<file path="src/rtl/ap_divmod.sv">
// ap_divmod: iterative radix-2 restoring integer divider with quotient,
// remainder and divide-by-zero flag. Operands load on every rst edge, one
// quotient bit is produced per clock, and ready holds the result until the
// next rst.
module ap_divmod #(
    parameter int WIDTH  = 32,
    parameter int SIGNED = 1
) (
    input  logic             clk,
    input  logic             rst,
    input  logic [WIDTH-1:0] a,
    input  logic [WIDTH-1:0] b,
    output logic [WIDTH-1:0] result,
    output logic [WIDTH-1:0] rem,
    output logic             dbz,
    output logic             ready
);

    localparam int CW = $clog2(WIDTH + 1);
    localparam logic [CW-1:0] LAST_STEP = CW'(WIDTH - 1);

    typedef enum logic [1:0] {
        RUN  = 2'd0,
        FIX  = 2'd1,
        DONE = 2'd2
    } state_t;

    state_t state;
    state_t state_next;

    // Magnitudes are plain unsigned WIDTH-bit values so |MIN| fits exactly.
    logic [WIDTH-1:0] part_rem;
    logic [WIDTH-1:0] dq;
    logic [WIDTH-1:0] divisor;
    logic [CW-1:0]    count;
    logic             neg_q;
    logic             neg_r;
    logic             div_zero;

    logic             a_neg;
    logic             b_neg;
    logic [WIDTH-1:0] a_mag;
    logic [WIDTH-1:0] b_mag;
    logic [WIDTH:0]   shifted;
    logic [WIDTH:0]   trial;
    logic             keep;
    logic [WIDTH-1:0] quot_fix;
    logic [WIDTH-1:0] rem_fix;
    logic [WIDTH-1:0] a_back;

    // Operand conditioning, one restoring step and the final sign fix-up.
    always_comb begin
        a_neg    = (SIGNED != 0) && a[WIDTH-1];
        b_neg    = (SIGNED != 0) && b[WIDTH-1];
        a_mag    = a_neg ? -a : a;
        b_mag    = b_neg ? -b : b;
        shifted  = {part_rem, dq[WIDTH-1]};
        trial    = shifted - {1'b0, divisor};
        keep     = ~trial[WIDTH];
        quot_fix = neg_q ? -dq : dq;
        rem_fix  = neg_r ? -part_rem : part_rem;
        a_back   = neg_r ? -dq : dq;
    end

    // State register; rst always restarts in RUN.
    always_ff @(posedge clk) begin
        if (rst) begin
            state <= RUN;
        end else begin
            state <= state_next;
        end
    end

    // Next-state: zero divisor skips the iteration entirely.
    always_comb begin
        state_next = state;
        case (state)
            RUN: begin
                if (div_zero) begin
                    state_next = DONE;
                end else if (count == LAST_STEP) begin
                    state_next = FIX;
                end
            end
            FIX:     state_next = DONE;
            DONE:    state_next = DONE;
            default: state_next = RUN;
        endcase
    end

    // Datapath and registered outputs; dq holds the unused dividend bits
    // at its top and accumulates quotient bits from the bottom.
    always_ff @(posedge clk) begin
        if (rst) begin
            ready    <= 1'b0;
            dbz      <= 1'b0;
            result   <= '0;
            rem      <= '0;
            part_rem <= '0;
            dq       <= a_mag;
            divisor  <= b_mag;
            count    <= '0;
            neg_q    <= a_neg ^ b_neg;
            neg_r    <= a_neg;
            div_zero <= (b == '0);
        end else begin
            case (state)
                RUN: begin
                    if (div_zero) begin
                        result <= '1;
                        rem    <= a_back;
                        dbz    <= 1'b1;
                        ready  <= 1'b1;
                    end else begin
                        part_rem <= keep ? trial[WIDTH-1:0] : shifted[WIDTH-1:0];
                        dq       <= {dq[WIDTH-2:0], keep};
                        count    <= count + CW'(1);
                    end
                end
                FIX: begin
                    result <= quot_fix;
                    rem    <= rem_fix;
                    ready  <= 1'b1;
                end
                default: begin
                end
            endcase
        end
    end

endmodule
</file>
<file path="config.mk">
export PLATFORM = sky130hd
export DESIGN_NAME = ap_divmod
export DESIGN_NICKNAME = d
export VERILOG_FILES = /design/src/rtl/ap_divmod.sv
export SDC_FILE = /design/constraint.sdc
export NUM_CORES = 1
export LEC_CHECK = 0
export ABC_AREA = 1
export BUFFER_PORTS_ARGS = -buffer_cell sky130_fd_sc_hd__buf_2
export CAP_MARGIN = 20
export CORE_ASPECT_RATIO = 1.2
export CORE_MARGIN = 2
export CORE_UTILIZATION = 38
export CTS_BUF_LIST = sky130_fd_sc_hd__clkbuf_4 sky130_fd_sc_hd__clkbuf_8 sky130_fd_sc_hd__clkbuf_16
export DETAILED_ROUTE_END_ITERATION = 6
export PLACE_DENSITY = 0.53
export SYNTH_ARGS = -nofsm -noshare
export SYNTH_HDL_FRONTEND = slang
export SYNTH_SLANG_ARGS = --single-unit
</file>
<file path="constraint.sdc">
create_clock -name clk -period 2.6 [get_ports clk]
set_input_delay 0.39 -clock clk [delete_from_list [all_inputs] [get_ports clk]]
set_output_delay 0.39 -clock clk [all_outputs]
set_load 0.1 [all_outputs]
</file>
==> impl_metrics.env <==
export IMPL_status="complete, but fails checks"
export IMPL_violations="DRC"
export IMPL_grt_use_total_pct=23.8
export IMPL_gp_congestion=0.997
export IMPL_vias=13722
export IMPL_numCtsBuffers=17
export IMPL_overflow=0
export IMPL_die_h_um=209
export IMPL_htree_levels=4
export IMPL_grt_max_degree=61
export IMPL_first_global_vias=13367
export IMPL_yosysSeqAreaShare_pct=31.1
export IMPL_fin_crit_sh_pct=91.7
export IMPL_crit_path_max_fanout=6
export IMPL_cts_tree="done"
export IMPL_avgSynthCellArea_um2=6.32
export IMPL_synthesis_nets=2210
export IMPL_ir_worst_vdd_mv=0.465
export IMPL_max_slew_margin_pct=53.6
export IMPL_fin_util_pct=44.4
export IMPL_start_kind="flip-flop"
export IMPL_initialDrtViolationCount=812
export IMPL_antenna_left=0
export IMPL_grt_pass1_wl_um=68700
export IMPL_design_die_area_mm2=0.0365
export IMPL_rows=75
export IMPL_tightest_slew_ns=0.697
export IMPL_root_buffer="clkbuf_16"
export IMPL_min_period_ns=2.39
export IMPL_drive_above_1_share_pct=12.4
export IMPL_holdPathStages=1
export IMPL_clkSlewWorstSetupHoldPaths_ns=0.07
export IMPL_hold_class="in -> reg"
export IMPL_start_util_pct=38.3
export IMPL_cts_buffer_depth=2
export IMPL_synth_warning_count=0
export IMPL_cts_num_sinks=173
export IMPL_async_reset_ff_share_pct=0
export IMPL_setup_viol=0
export IMPL_synth_area_mm2=0.0133
export IMPL_syn2layout_area_growth_pct=16.0
export IMPL_p_total_w=0.00826
export IMPL_fin_area_mm2=0.0154
export IMPL_synthCells=2103
export IMPL_fillers=3750
export IMPL_drc_errors=24
export IMPL_die_width_um=175
export IMPL_cap_violations=0
export IMPL_power_leakage_nw=7.99
export IMPL_finalSetupTns_ns=0
export IMPL_hold_violations=0
export IMPL_synth_cell_types=48
export IMPL_r2r_cells=12
export IMPL_crit_arrival_ns=2.58
export IMPL_fin_worst_skew_ns=0.0108
export IMPL_drv_slew=0
export IMPL_rsz0062_at_grt="false"
export IMPL_cellPowerDensity_mw_per_mm2=536
export IMPL_antenna_found_initial=0
export IMPL_r2r_slack_ns=0.21
export IMPL_finalWirelength_um=42800
export IMPL_worstHoldStart="b[0]"
export IMPL_r2r_start="part_rem[16]"
export IMPL_place_area_mm2=0.0148
export IMPL_hold_end="divisor[0]"
export IMPL_portBuffers=131
export IMPL_vias_per_cell=5.04
export IMPL_yosys_register_bits=173
export IMPL_fin_nets=2352
export IMPL_coreArea_mm2=0.0347
export IMPL_critPathRequiredTime_ns=2.80
export IMPL_drtPass1Iterations=7
export IMPL_io_pins=132
export IMPL_synth_edf_count=67
export IMPL_reg2reg_to="dq[0]"
export IMPL_critPathCaptureType="flip-flop"
export IMPL_insertion_delay_ns=0.46
export IMPL_synth_ff_type="dfxtp_1"
export IMPL_wire_per_inst_um=15.7
export IMPL_worstSetupPathType="reg -> reg"
export IMPL_fin_hold_ws_ns=0.181
export IMPL_antenna_cells=0
export IMPL_post_dp_hpwl_um=33600
export IMPL_timing_fmax_ghz=0.419
## worst max-delay path by stage
stage / end / slack [ns] / from
after floorplan: dq[0] / 0.30 / dq[31]
after global placement: part_rem[24] / 0.06 / dq[31]
after detailed placement: part_rem[25] / 0.04 / dq[31]
after CTS: part_rem[24] / 0.008 / dq[31]
after global routing: rem[31] / 0.004 / dq[8]
final: dq[0] / 0.21 / part_rem[16]
## cells in the final DEF (no fill, tap or decap), types with 53 or more instances in the layout
| cell | netlist | final |
|---|---|---|
| inv_1 | 326 | 324 |
| nand2_1 | 586 | 584 |
| dfxtp_1 | 106 | 106 |
| o21ai_0 | 154 | 153 |
| a21oi_1 | 135 | 135 |
| nand3_1 | 201 | 200 |
| nor2_1 | 170 | 167 |
| buf_4 | 0 | 53 |
| buf_2 | 6 | 131 |
| xor2_1 | 58 | 58 |
| edfxtp_1 | 67 | 67 |
## per-stage QoR
step / instances / setup WS (ns)
global placement: 2684 / 0.0647
floorplan: 2103 / 0.297
finish: 2720 / 0.215
CTS: 2716 / 0.00813
global route: 2720 / 0.00433
detailed placement: 2684 / 0.0390
## report_power, final
| group | total [W] | internal [W] | leakage, nW | switching, W |
|---|---|---|---|---|
| clock network | 0.00259 | 0.00141 | 0.293 | 0.00118 |
| logic | 0.00241 | 0.000591 | 6.16 | 0.00182 |
| registers | 0.00326 | 0.00308 | 1.54 | 0.000179 |
| total | 0.00826 | 0.00508 | 7.99 | 0.00317 |
## state kept, by name, summed over array words and instances (netlist names)
name      flops
count         6
dbz           1
div_zero      1
divisor      32
dq           32
neg_q         1
neg_r         1
part_rem     32
ready         1
rem          32
result       32
state         2
## cell families after synthesis
group | after synthesis | synth area share (%)
simple gates | 1072 | 34.6
buf+inv | 401 | 11.7
compound gates | 335 | 13.3
flops | 173 | 31.1
xor+xnor | 81 | 5.33
fa+ha+maj | 41 | 3.91
## critical path, cell delays in order, from the launching register on
cell     delay, ns
dfxtp_1       0.46
ha_1          0.33
nand2_1       0.08
nand2_1       0.06
nand2_1       0.07
nand2_1       0.07
nand2_1       0.07
nand2_1       0.08
a21oi_2       0.32
nand3_2       0.25
nand2_8       0.14
buf_4         0.12
o21ai_0       0.06
## synthesized netlist by cell type, drive strengths merged, types with 4 or more instances
| master | n | area (um^2) |
|---|---|---|
| dfxtp | 106 | 2120 |
| and2 | 9 | 58.8 |
| nor3 | 28 | 161 |
| and3 | 5 | 31.3 |
| o211ai | 16 | 120 |
| nand4 | 31 | 194 |
| nand2 | 604 | 2350 |
| o21bai | 8 | 60.1 |
| xnor2 | 23 | 201 |
| a31oi | 6 | 37.5 |
| edfxtp | 67 | 2010 |
| ha | 40 | 500 |
| o21ai | 161 | 806 |
| nor2 | 176 | 681 |
| nand3b | 4 | 30.0 |
| nand3 | 202 | 1020 |
| buf | 15 | 105 |
| inv | 332 | 1250 |
| clkbuf | 54 | 203 |
| a21oi | 136 | 684 |
| xor2 | 58 | 508 |
| or2 | 10 | 62.6 |
## repair_timing
action / in CTS / in global routing
setup buffers: 0 / 3
hold buffers: 0 / 0
resized for setup: 0 / 10
setup endpoints to repair: 0 / 34
## final cells by class
class	instances	area, um^2	share of cell area, %
multi-input combinational	1530	7670	49.8
clock inverter	12	96.3	0.625
clock buffer	20	500	3.25
timing repair buffer	191	1190	7.74
inverter	332	1250	8.08
tap	462	578	3.75
sequential	173	4130	26.8
## routing by layer
| layer | routed length [um] | vias up | part of all wire [%] | track usage [%] |
|---|---|---|---|---|
| li1 | - | 7058 | - | - |
| met2 | 20600 | 362 | 48 | 41.5 |
| met5 | 0 | - | 0 | 0 |
| met1 | 18900 | 6213 | 44 | 29.0 |
| met4 | 1790 | 0 | 4.2 | 11.2 |
| met3 | 1540 | 89 | 3.6 | 2.91 |
Power figures use the tool's default switching activity.
